## src/rtl/bus_cycle_unit.sv

```systemverilog
// Multiplexed address/data bus cycle engine: turns core requests into
// T1/T2/TW/T3/T4 bus cycles with wait states, wait timeout and bus hold.
module bus_cycle_unit #(
    parameter int AW       = 16,
    parameter int DW       = 8,
    parameter int MAX_WAIT = 15
) (
    input  logic             phi1,
    input  logic             resetn_in,
    input  logic             req,
    input  logic [2:0]       op,
    input  logic [AW-1:0]    addr,
    input  logic [DW-1:0]    wdata,
    output logic             ack,
    output logic             err,
    output logic [DW-1:0]    rdata,
    output logic [AW-DW-1:0] haddress,
    output logic [DW-1:0]    ad_out,
    output logic             ad_oe,
    input  logic [DW-1:0]    ad_in,
    output logic             ale,
    output logic             S0,
    output logic             S1,
    output logic             IOMn,
    output logic             RDn,
    output logic             WRn,
    input  logic             ready,
    input  logic             hold,
    output logic             hlda,
    output logic             bus_float
);

    localparam int WCW = (MAX_WAIT > 0) ? $clog2(MAX_WAIT + 1) : 1;
    localparam logic [WCW-1:0] WAIT_LIM = WCW'(MAX_WAIT);
    localparam logic [WCW-1:0] WAIT_SAT = {WCW{1'b1}};
    localparam logic [WCW-1:0] WAIT_ONE = WCW'(1);
    localparam logic [WCW-1:0] WAIT_ZERO = {WCW{1'b0}};

    localparam logic [2:0] OP_FETCH = 3'b000;
    localparam logic [2:0] OP_MRD   = 3'b001;
    localparam logic [2:0] OP_MWR   = 3'b010;
    localparam logic [2:0] OP_IORD  = 3'b011;
    localparam logic [2:0] OP_IOWR  = 3'b100;
    localparam logic [2:0] OP_INTA  = 3'b101;

    typedef enum logic [2:0] {
        ST_IDLE = 3'd0,
        ST_T1   = 3'd1,
        ST_T2   = 3'd2,
        ST_TW   = 3'd3,
        ST_T3   = 3'd4,
        ST_T4   = 3'd5,
        ST_HOLD = 3'd6
    } state_t;

    // Status pins {S1,S0,IOMn} for each legal cycle type.
    function automatic logic [2:0] status_of(input logic [2:0] op_v);
        logic [2:0] st;
        case (op_v)
            OP_FETCH: st = 3'b110;
            OP_MRD:   st = 3'b100;
            OP_MWR:   st = 3'b010;
            OP_IORD:  st = 3'b101;
            OP_IOWR:  st = 3'b011;
            OP_INTA:  st = 3'b111;
            default:  st = 3'b000;
        endcase
        return st;
    endfunction

    function automatic logic op_legal(input logic [2:0] op_v);
        return (op_v <= OP_INTA);
    endfunction

    function automatic logic is_read(input logic [2:0] op_v);
        return (op_v == OP_FETCH) || (op_v == OP_MRD) ||
               (op_v == OP_IORD)  || (op_v == OP_INTA);
    endfunction

    // Fetch and interrupt acknowledge carry an extra idle T4 state.
    function automatic logic has_t4(input logic [2:0] op_v);
        return (op_v == OP_FETCH) || (op_v == OP_INTA);
    endfunction

    state_t            state_q, state_d;
    logic [1:0]        rst_sync_q, rst_sync_d;
    logic [2:0]        op_q, op_d;
    logic [DW-1:0]     wdata_q, wdata_d;
    logic [WCW-1:0]    wcnt_q, wcnt_d, wcnt_inc;
    logic              ack_q, ack_d;
    logic              err_q, err_d;
    logic [DW-1:0]     rdata_q, rdata_d;
    logic [AW-DW-1:0]  haddr_q, haddr_d;
    logic [DW-1:0]     ad_out_q, ad_out_d;
    logic              ad_oe_q, ad_oe_d;
    logic              ale_q, ale_d;
    logic              s0_q, s0_d;
    logic              s1_q, s1_d;
    logic              iomn_q, iomn_d;
    logic              rdn_q, rdn_d;
    logic              wrn_q, wrn_d;
    logic              hlda_q, hlda_d;
    logic              float_q, float_d;

    assign wcnt_inc = (wcnt_q == WAIT_SAT) ? wcnt_q : (wcnt_q + WAIT_ONE);

    // Next-state and next-output computation for the bus cycle FSM.
    always_comb begin
        rst_sync_d = {rst_sync_q[0], 1'b1};
        state_d    = state_q;
        op_d       = op_q;
        wdata_d    = wdata_q;
        wcnt_d     = wcnt_q;
        ack_d      = 1'b0;
        err_d      = 1'b0;
        rdata_d    = rdata_q;
        haddr_d    = haddr_q;
        ad_out_d   = ad_out_q;
        ad_oe_d    = ad_oe_q;
        ale_d      = 1'b0;
        s1_d       = s1_q;
        s0_d       = s0_q;
        iomn_d     = iomn_q;
        rdn_d      = rdn_q;
        wrn_d      = wrn_q;
        hlda_d     = 1'b0;
        float_d    = 1'b0;

        case (state_q)
            ST_IDLE: begin
                rdn_d   = 1'b1;
                wrn_d   = 1'b1;
                ad_oe_d = 1'b0;
                if (!rst_sync_q[1]) begin
                    state_d = ST_IDLE;
                end else if (hold) begin
                    state_d = ST_HOLD;
                    hlda_d  = 1'b1;
                    float_d = 1'b1;
                end else if (req && !ack_q) begin
                    // The ack cycle never accepts, so a held req cannot re-trigger.
                    if (op_legal(op)) begin
                        state_d  = ST_T1;
                        op_d     = op;
                        wdata_d  = wdata;
                        wcnt_d   = WAIT_ZERO;
                        {s1_d, s0_d, iomn_d} = status_of(op);
                        ale_d    = 1'b1;
                        ad_oe_d  = 1'b1;
                        ad_out_d = addr[DW-1:0];
                        haddr_d  = addr[AW-1:DW];
                    end else begin
                        ack_d = 1'b1;
                        err_d = 1'b1;
                    end
                end else begin
                    state_d = ST_IDLE;
                end
            end
            ST_T1: begin
                state_d = ST_T2;
                wcnt_d  = WAIT_ZERO;
                if (is_read(op_q)) begin
                    rdn_d   = 1'b0;
                    ad_oe_d = 1'b0;
                end else begin
                    wrn_d    = 1'b0;
                    ad_oe_d  = 1'b1;
                    ad_out_d = wdata_q;
                end
            end
            ST_T2: begin
                if (ready) begin
                    state_d = ST_T3;
                end else begin
                    state_d = ST_TW;
                    wcnt_d  = wcnt_inc;
                end
            end
            ST_TW: begin
                // wcnt_q counts the TW states entered so far, this one included.
                if (ready) begin
                    state_d = ST_T3;
                end else if ((MAX_WAIT != 0) && (wcnt_q == WAIT_LIM)) begin
                    state_d = ST_IDLE;
                    ack_d   = 1'b1;
                    err_d   = 1'b1;
                    rdn_d   = 1'b1;
                    wrn_d   = 1'b1;
                    ad_oe_d = 1'b0;
                end else begin
                    wcnt_d = wcnt_inc;
                end
            end
            ST_T3: begin
                if (is_read(op_q)) begin
                    rdata_d = ad_in;
                end else begin
                    rdata_d = rdata_q;
                end
                if (has_t4(op_q)) begin
                    state_d = ST_T4;
                    rdn_d   = 1'b1;
                    ad_oe_d = 1'b0;
                end else begin
                    state_d = ST_IDLE;
                    ack_d   = 1'b1;
                    rdn_d   = 1'b1;
                    wrn_d   = 1'b1;
                    ad_oe_d = 1'b0;
                end
            end
            ST_T4: begin
                state_d = ST_IDLE;
                ack_d   = 1'b1;
                rdn_d   = 1'b1;
                wrn_d   = 1'b1;
                ad_oe_d = 1'b0;
            end
            ST_HOLD: begin
                ad_oe_d = 1'b0;
                if (hold) begin
                    hlda_d  = 1'b1;
                    float_d = 1'b1;
                end else begin
                    state_d = ST_IDLE;
                end
            end
            default: begin
                state_d = ST_IDLE;
                rdn_d   = 1'b1;
                wrn_d   = 1'b1;
                ad_oe_d = 1'b0;
            end
        endcase
    end

    // State and output registers with asynchronous reset.
    always_ff @(posedge phi1 or negedge resetn_in) begin
        if (!resetn_in) begin
            state_q    <= ST_IDLE;
            rst_sync_q <= 2'b00;
            op_q       <= 3'b000;
            wdata_q    <= {DW{1'b0}};
            wcnt_q     <= WAIT_ZERO;
            ack_q      <= 1'b0;
            err_q      <= 1'b0;
            rdata_q    <= {DW{1'b0}};
            haddr_q    <= {(AW-DW){1'b0}};
            ad_out_q   <= {DW{1'b0}};
            ad_oe_q    <= 1'b0;
            ale_q      <= 1'b0;
            s1_q       <= 1'b0;
            s0_q       <= 1'b0;
            iomn_q     <= 1'b0;
            rdn_q      <= 1'b1;
            wrn_q      <= 1'b1;
            hlda_q     <= 1'b0;
            float_q    <= 1'b0;
        end else begin
            state_q    <= state_d;
            rst_sync_q <= rst_sync_d;
            op_q       <= op_d;
            wdata_q    <= wdata_d;
            wcnt_q     <= wcnt_d;
            ack_q      <= ack_d;
            err_q      <= err_d;
            rdata_q    <= rdata_d;
            haddr_q    <= haddr_d;
            ad_out_q   <= ad_out_d;
            ad_oe_q    <= ad_oe_d;
            ale_q      <= ale_d;
            s1_q       <= s1_d;
            s0_q       <= s0_d;
            iomn_q     <= iomn_d;
            rdn_q      <= rdn_d;
            wrn_q      <= wrn_d;
            hlda_q     <= hlda_d;
            float_q    <= float_d;
        end
    end

    assign ack       = ack_q;
    assign err       = err_q;
    assign rdata     = rdata_q;
    assign haddress  = haddr_q;
    assign ad_out    = ad_out_q;
    assign ad_oe     = ad_oe_q;
    assign ale       = ale_q;
    assign S1        = s1_q;
    assign S0        = s0_q;
    assign IOMn      = iomn_q;
    assign RDn       = rdn_q;
    assign WRn       = wrn_q;
    assign hlda      = hlda_q;
    assign bus_float = float_q;

endmodule

```

## config.mk

```make
export PLATFORM = sky130hd
export DESIGN_NAME = bus_cycle_unit
export DESIGN_NICKNAME = d
export VERILOG_FILES = /design/src/rtl/bus_cycle_unit.sv
export SDC_FILE = /design/constraint.sdc
export NUM_CORES = 1
export LEC_CHECK = 0
export ABC_CLOCK_PERIOD_IN_PS = 2900
export CAP_MARGIN = 20
export CORE_MARGIN = 2
export CORE_UTILIZATION = 52
export CTS_BUF_LIST = sky130_fd_sc_hd__clkbuf_4 sky130_fd_sc_hd__clkbuf_8
export CTS_CLUSTER_SIZE = 40
export DETAILED_ROUTE_END_ITERATION = 10
export GPL_ROUTABILITY_DRIVEN = 0
export PLACE_DENSITY_LB_ADDON = 0.15
export SYNTH_ARGS = -nofsm -noshare
export SYNTH_HDL_FRONTEND = slang
export SYNTH_SLANG_ARGS = --single-unit
```

## constraint.sdc

```tcl
create_clock -name phi1 -period 2.9 [get_ports phi1]
set_input_delay 0.58 -clock phi1 [delete_from_list [all_inputs] [get_ports phi1]]
set_output_delay 0.58 -clock phi1 [all_outputs]
set_load 0.03 [all_outputs]
```

Word level (Yosys, flattened, before mapping) --
Cells that the tools add are included.
Storage, ports and cells: logic and storage cells 126, output and inout port bits 35, bits in registers 54, bits of input ports 40
Operators by class: reduce and logical (&&, ||, !) cells 20, equality and inequality tests 29, bitwise logic cells 3, add/sub/neg operators 1, mux-type cells 54, order comparisons 1
Operators with widths (count):
- $mux 8 | 5
- $pmux 3 s6 | 2
- $mux 4 | 8
- $mux 3 | 9
- $ne 2x2->1 const B | 12
- $mux 1 | 22
- $eq 3x3->1 const B | 6
- $pmux 4 s4 | 1
- $pmux 8 s2 | 1
- $eq 3x2->1 const B | 5
- $pmux 1 s4 | 3
- $reduce_and 5->1 | 2
- $eq 3x1->1 const B | 3
- $logic_not 3->1 | 3
- $reduce_and 8->1 | 1
- $reduce_and 3->1 | 2
- $reduce_and 6->1 | 1
- $ne 5x5->1 const B | 1
- $add 4x1->4 const B | 1
- $eq 4x4->1 const B | 1
- $logic_or 1x1->1 | 4
- $pmux 1 s2 | 2
- $reduce_and 4->1 | 1
- $reduce_bool 4->1 | 1
- other kinds (9) | 11

Longest topological paths before layout --
Gate-level depths: netlist (run 1).
word-level depth 6, mapped depth 6, gate-level depth less buffers 5

Worst setup path before layout (run 1) --
Ideal clock, no wire load.
path type in2reg, start input port hold, end register wcnt_q[0], data required time 2775 ps, stages on the path 4, arrival 1560 ps, path buffers 0, path slack 1215 ps, cells stage by stage and4bb_2 nand2_1 a221o_1 mux2_2
On the way: cells in the longest elaborated chain, start to end 2
Ends and longest elaborated chain:
- from (decl) | line 28 | input logic hold,
- $ne 2x2->1 (no line)
- $reduce_and 8->1 (no line)
- to (signal assigned) | line 265 | wcnt_q <= wcnt_d;
- to (decl) | line 89 | logic [WCW-1:0] wcnt_q, wcnt_d, wcnt_inc;
Every way passes these cells. A chain may end at the register's enable or synchronous reset.

Worst setup path after layout (run 1) --
start register rdn_q (netlist: RDn), end output port RDn
RTL lines:
- from (decl) | line 100 | logic rdn_q, rdn_d;
- from (signal assigned) | line 276 | rdn_q <= rdn_d;
- to (decl) | line 25 | output logic RDn,
No word-level cell between the ends.

==> results of run 1 <==
## cells by family (layout without fill, tap and decap cells)
family,count (synthesis),after routing,share of synthesized area [%]
compound gates,27,27,9.48
xor+xnor,1,1,0.363
fa+ha+maj,1,1,0.518
buf+inv,13,91,2.59
flops,54,54,56.0
mux,44,44,20.4
other cells,1,1,0.155
simple gates,44,44,10.5
## placed cells by master, fill, tap and decap left out, types with 3 or more instances in the layout
cell	n
clkdlybuf4s50_1	73
o21ai_0	3
mux2_2	42
nor2b_1	3
nand3_1	4
inv_1	6
dfrtp_1	52
nand2_1	10
nor2_1	9
nand2b_1	4
a21oi_1	3
clkbuf_8	6
## worst paths after layout
| path | to | slack, ns | cells after the start |
|---|---|---|---|
| max | RDn | 0.75 | 1 |
| min | rst_sync_q[1] | 0.37 | 0 |
| max reg2reg | ad_out[3] | 0.90 | 5 |
| min reg2reg | rst_sync_q[1] | 0.37 | 0 |
| max in group asynchronous | ad_out[0] | 2.07 | 2 |
| min in group asynchronous | ale | 0.38 | 2 |
## power by group
| part | switching, W | total [W] | internal [W] |
|---|---|---|---|
| logic | 0.000876 | 0.00174 | 0.000862 |
| clock network | 0.000237 | 0.000439 | 0.000202 |
| registers | 0.000242 | 0.00133 | 0.00108 |
## final cells by class
class / count / area [sq um] / share of cell area, %
clock buffer: 7 / 90.1 / 2.72
clock inverter: 1 / 5.00 / 0.151
inverter: 6 / 22.5 / 0.681
multi-input combinational: 118 / 1000 / 30.2
sequential: 54 / 1350 / 40.9
tap: 52 / 65.1 / 1.97
timing repair buffer: 77 / 771 / 23.3
## stage by stage
step,cell area [sq um],util [%],worst slack (ns),hold WS (ns),cells
2_1_floorplan,2420,-,1.22,0.284,185
3_3_place_gp,3210,72.8,0.611,0.332,307
3_5_place_dp,3210,72.8,0.576,0.355,307
4_1_cts,3310,74.9,0.754,0.376,315
5_1_grt,3310,74.9,0.732,0.383,315
6_report,3310,74.9,0.754,0.367,315
## state kept, by name, indices dropped and copies added, names as in the netlist
| register | count |
|---|---|
| S0 | 1 |
| RDn | 1 |
| wdata_q | 8 |
| WRn | 1 |
| state_q | 3 |
| err | 1 |
| ad_out | 8 |
| wcnt_q | 4 |
| ale | 1 |
| haddress | 8 |
| rdata | 8 |
| op_q | 3 |
| S1 | 1 |
| rst_sync_q | 2 |
| IOMn | 1 |
| ad_oe | 1 |
| ack | 1 |
| bus_float | 1 |
## synthesized netlist by cell type (all sizes together), types with 3 or more instances
master	n	area [sq um]
a21oi	4	31.3
o21ai	3	15.0
dfrtp	52	1300
nand2	10	37.5
nor2	10	40.0
buf	7	40.0
nand3	4	20.0
inv	6	22.5
nand2b	4	25.0
mux2	42	473
nor2b	3	18.8
o211ai	3	27.5
## layer usage
| layer | part of all wire [%] | GRT usage, % | vias to the layer above |
|---|---|---|---|
| met5 | 0 | 0 | - |
| met4 | 1.6 | 7.55 | 0 |
| met3 | 5.8 | 4.44 | 11 |
| met2 | 48 | 30.6 | 57 |
| met1 | 45 | 28.5 | 816 |
| li1 | - | - | 821 |
==> results.md, run 1 <==
* Clk buf depth at 2
* Total power at between 0.003 and 0.004 W
* DRC viols at 0
* EDFF count, synth at 0
* Layout overhead on the synthesized area at 36.9%
* Fillcell total at 327
* Syn Inst Count at approximately 190
* Clock-pin slew on the worst setup and hold paths at roughly 0.09 ns
* Status: complete, no violations
* Antenna cell count at 0
* Per-cell routed wire length at around 15 um
* Worst min path class: reg2reg
* Number of H-tree levels at 2
* Chip height at slightly above 70 um
* Cell with the largest stage delay on the worst path: clkdlybuf4s50_1
* Die ar. at 0.00521 sq mm
* Hold_sp: rst_sync_q[0]
* # clock sinks at 54
* Worst setup startpoint: RDn
* Worst VDD drop at 0.667 mV
* Port Buf Inserts at 74
* Yosys Warn Count at 0
* Origin of the critical flop-to-flop path: state_q[2]
* TritonCTS buffer count at 5
* CTS tree: done
* First-pass GRT wire length at approximately 8.1 mm
* Starting Density at 54.7%
* Data arrival time of the critical path at 1.57 ns
* Setup TNS at 0 ns
* Period utilisation layout at between 70% and 80%
* Crit-path cells: clkdlybuf4s50_1
* Clock Latency Late Sink at 0.31 ns
* Leakage at about 1.4 nW
* Avg Vias per Cell at 5.41
* Cts hold-fix bufs at 0
* Total GRT Usage at between 20% and 30%
* Core area at 0.00441 sq mm
* Avg Cell Area, Syn at about 13 sq um
* Pwr/cell area at 1060 mW/mm^2
* DRT iter0 DRCs at about 140
* Count of cell types in the netlist at 46
* Critical path peak fanout at 4
* Seq/Total Area, Yosys at a little under three fifths
* Fmax at 0.466 GHz
* Post-Route Skew at ~0.0044 ns
* Mapped Area at roughly 0.0024 sq mm
* Req. time, crit path at around 2.3 ns
* Setup violators final at 0
* Synth Flop Type: dfrtp_1
* Total grt overflow at 0
* Die Width at roughly 72 um
* Cts repair resizes at 0
* Post-DP HPWL at about 3.5 mm
* WS Path Type: reg2out
* Fin. Hold Viols at 0
* RSZ-0062 raised after global routing: false
* Async set-or-reset flop fraction in the synthesized netlist at 100%
* Crit path max-delay family: buffers and inverters
* Actual slew at the worst max-slew pin at slightly below 0.7 ns
* NumNets Final at roughly 300
* Vias at around 1700
* Root Buffer: clkbuf_8
* # Post-CTS Setup Buffers at 0
* Relative slew slack at between 50% and 60%
* First drt pass iteration count at 4
* Top Ports at 75
* Antenna violations before repair at 0
* Min Clock Period, post-route at 2.15 ns
* Routed WL at 4.81 mm
* FP Rows at 24
* Critical path buffers and inverters at 1
* Mapped Nets at 226
* Synth Register Bits at 54
* Count of pins over their slew limit at 0
* Endpoint class of the critical path: output pin
* Startpoint class of the critical path: flop
* Final antenna-violating net count at 0
* Vias in the first global route at roughly 1700
* Largest stage delay on the critical path at 0.68 ns
* Share of cells above drive strength 1 at between 20 and 30%
* Largest net degree at the start of global routing at 55
* Max-cap violations at 0
Note: power is estimated with default switching activity, not from simulation.
==> run 2: changes to the inputs <==
--- a/config.mk
+++ b/config.mk
@@ -5,10 +5,10 @@
 export SDC_FILE = /design/constraint.sdc
 export NUM_CORES = 1
 export LEC_CHECK = 0
-export ABC_CLOCK_PERIOD_IN_PS = 2900
+export ABC_CLOCK_PERIOD_IN_PS = 2200
 export CAP_MARGIN = 20
 export CORE_MARGIN = 2
-export CORE_UTILIZATION = 52
+export CORE_UTILIZATION = 48
 export CTS_BUF_LIST = sky130_fd_sc_hd__clkbuf_4 sky130_fd_sc_hd__clkbuf_8
 export CTS_CLUSTER_SIZE = 40
 export DETAILED_ROUTE_END_ITERATION = 10
==> constraint.sdc (replaced) <==
create_clock -name phi1 -period 2.2 [get_ports phi1]
set_input_delay 0.44 -clock phi1 [delete_from_list [all_inputs] [get_ports phi1]]
set_output_delay 0.44 -clock phi1 [all_outputs]
set_load 0.03 [all_outputs]
==> results.md, run 2 (synthesis gave the netlist of run 1 again) <==
* Pwr/cell area at 1390 mW/mm^2 (+31%)
* Largest stage delay on the critical path at 0.68 ns (about the same)
* Commonest non-fill, non-tap cells in the layout: clkdlybuf4s50_1, dfrtp_1, mux2_2
* # clock sinks at 54 (unchanged)
* Fmax at between 0.5 and 0.6 GHz
* Cts hold-fix bufs at 0 (unchanged)
* Per-cell routed wire length at 14.6 um (-4.3%)
* Crit-path cells: clkdlybuf4s50_1
* Total GRT Usage at 19.9% (-0.23 points)
* Status: complete, no violations
* Actual slew at the worst max-slew pin at 0.510 ns (-0.163 ns)
* First drt pass iteration count at 4 (unchanged)
* Port Buf Inserts at 74 (unchanged)
* Share of cells above drive strength 1 at 26.6% (+1.1 points)
* Comb pwr share at 49.2% (-0.4 points)
* Top Ports at 75 (unchanged)
* Max-cap violations at 0 (unchanged)
* TritonCTS buffer count at 5 (unchanged)
* Startpoint class of the critical path: flop
* Relative slew slack at 66.0% (+11 points)
* Avg Vias per Cell at 5.14 (-5.1%)
* Total grt overflow at 0 (unchanged)
* FP Rows at 25 (+4.2%)
* Req. time, crit path at 1.76 ns (-0.56 ns)
* Die Width at 74.9 um (+3.9%)
* Antenna violations before repair at 0 (unchanged)
* Critical path buffers and inverters at 1 (unchanged)
* Critical path peak fanout at 4 (unchanged)
* First-pass GRT wire length at 8.41 mm (+4.2%)
* Largest net degree at the start of global routing at 34 (-38%)
* Data arrival time of the critical path at 1.54 ns (-0.03 ns)
* Worst VDD drop at 0.876 mV (+31%)
* Final antenna-violating net count at 0 (unchanged)
* Min Clock Period, post-route at a little under 2 ns
* Post-route cell area at 0.00338 sq mm (+2.3%)
* NumNets Final at 307 (+1.3%)
* Fin. Hold Viols at 0 (unchanged)
* Clock Latency Late Sink at 0.30 ns (about the same)
* Reg power frac at 36.9% (-0.9 points)
* NetSw at 0.00180 W (+33%)
* Leakage at 1.43 nW (+2.1%)
* DRT iter0 DRCs at 91 (-33%)
* # Post-CTS Setup Buffers at 0 (unchanged)
* Setup TNS at 0 ns (unchanged)
* Crit path max-delay family: buffers and inverters
* Antenna cell count at 0 (unchanged)
* Endpoint class of the critical path: output pin
* Clock Power Share at 13.8% (+1.3 points)
* Core area at 0.00479 sq mm (+8.4%)
* Worst min path class: in2async
* DRC viols at 0 (unchanged)
* Chip height at 74.9 um (+3.9%)
* WS Path Type: reg2out
* Cts repair resizes at 0 (unchanged)
* Period utilisation layout at 90.1%
* Starting Density at 50.5% (-4.2 points)
* Layout overhead on the synthesized area at 40.0%
* Cell with the largest stage delay on the worst path: clkdlybuf4s50_1
* Clk buf depth at 2 (unchanged)
* Count of pins over their slew limit at 0 (unchanged)
* Setup violators final at 0 (unchanged)
* Vias at 1716 (+0.65%)
* CTS tree: done
* Routed WL at 4.88 mm (+1.5%)
* Die ar. at 0.00562 sq mm (+7.9%)
* Number of H-tree levels at 2 (unchanged)
* Vias in the first global route at 1722 (+2.0%)
* Most common cell after layout, fill and taps aside: clkdlybuf4s50_1
* RSZ-0062 raised after global routing: false
* Clock-pin slew on the worst setup and hold paths at 0.10 ns (about the same)
* Sw Ratio at 38.3% (-0.43 points)
* Post-Route Skew at 0.00707 ns (+0.00266 ns)
* Internal power at 0.00291 W (+35%)
* Cell Area, Placed at 0.00327 sq mm (+1.9%)
* Root Buffer: clkbuf_8
* Post-DP HPWL at 3.61 mm (+2.5%)
==> run 2: changes by cell type in the layout (fill, tap and decap cells not counted) <==
cell       before  now
buf_4           2    5
buf_12          1    2
bufinv_16       0    1
clkbuf_4        1    0
clkbuf_8        6    5
clkinv_2        1    2
==> run 2: worst register-to-register path, stage by stage (launching register included) <==
cell and delay [ns]:
dfrtp_1 0.56, nor3_2 0.34, nand3b_1 0.16, a21oi_4 0.34
mux2_2 0.39
==> run 2: area by class of cell <==
type	count	area (sq um)
clock buffers	5	68.8
clock inverters	3	40.0
fillers	361	1400
inverters	6	22.5
multi-input cells	118	1000
flip-flops and latches	54	1350
well taps	67	83.8
repair buffers	81	813
==> run 2: worst paths after layout <==
kind,from,end,slack [ns],depth (start not counted)
max in group asynchronous,resetn_in,wdata_q[4],1.56,2
worst max-delay path,RDn,RDn,0.22,1
min in group phi1,rst_sync_q[0],rst_sync_q[1],0.37,0
worst min register to register,rst_sync_q[0],rst_sync_q[1],0.37,0
worst min-delay path,resetn_in,err,0.09,1
worst max register to register,state_q[2],ad_out[2],0.31,4
==> run 2: metal layers <==
layer,GRT usage (%),up-vias,share of wire [%]
li1,-,826,-
met1,27.3,830,44
met2,30.2,54,48
met3,6.69,6,6.5
met4,5.95,0,1.3
met5,0,-,0
==> run 2: metrics by stage <==
| step | std cells | hold WS (ns) | power (W) | setup slack, ns | utilization (%) |
|---|---|---|---|---|---|
| detailed placement | 326 | 0.346 | 0.00409 | 0.101 | 68.4 |
| floorplan | 185 | 0.144 | 0.00321 | 0.561 | - |
| CTS | 334 | 0.106 | 0.00476 | 0.199 | 70.7 |
| finish | 334 | 0.0932 | 0.00471 | 0.217 | 70.7 |
| global route | 334 | 0.131 | 0.00501 | 0.165 | 70.7 |
| global placement | 326 | 0.334 | 0.00404 | 0.121 | 68.4 |
==> run 2: power by group through the flow <==
stage	clock, W	sequential, W	combinational (W)
after global routing	0.000713	0.00181	0.00248
final	0.000652	0.00174	0.00232
after floorplan	0	0.00223	0.000982
after detailed placement	0	0.00176	0.00234
after global placement	0	0.00175	0.00230
after CTS	0.000673	0.00174	0.00235
==> run 3: changes to the inputs <==
--- a/config.mk
+++ b/config.mk
@@ -10,7 +10,7 @@
 export CORE_MARGIN = 2
 export CORE_UTILIZATION = 48
 export CTS_BUF_LIST = sky130_fd_sc_hd__clkbuf_4 sky130_fd_sc_hd__clkbuf_8
-export CTS_CLUSTER_SIZE = 40
+export CTS_CLUSTER_DIAMETER = 50
 export DETAILED_ROUTE_END_ITERATION = 10
 export GPL_ROUTABILITY_DRIVEN = 0
 export PLACE_DENSITY_LB_ADDON = 0.15
==> results of run 3 <==
No change in the layout: final DEF, timing and power equal those of run 2.
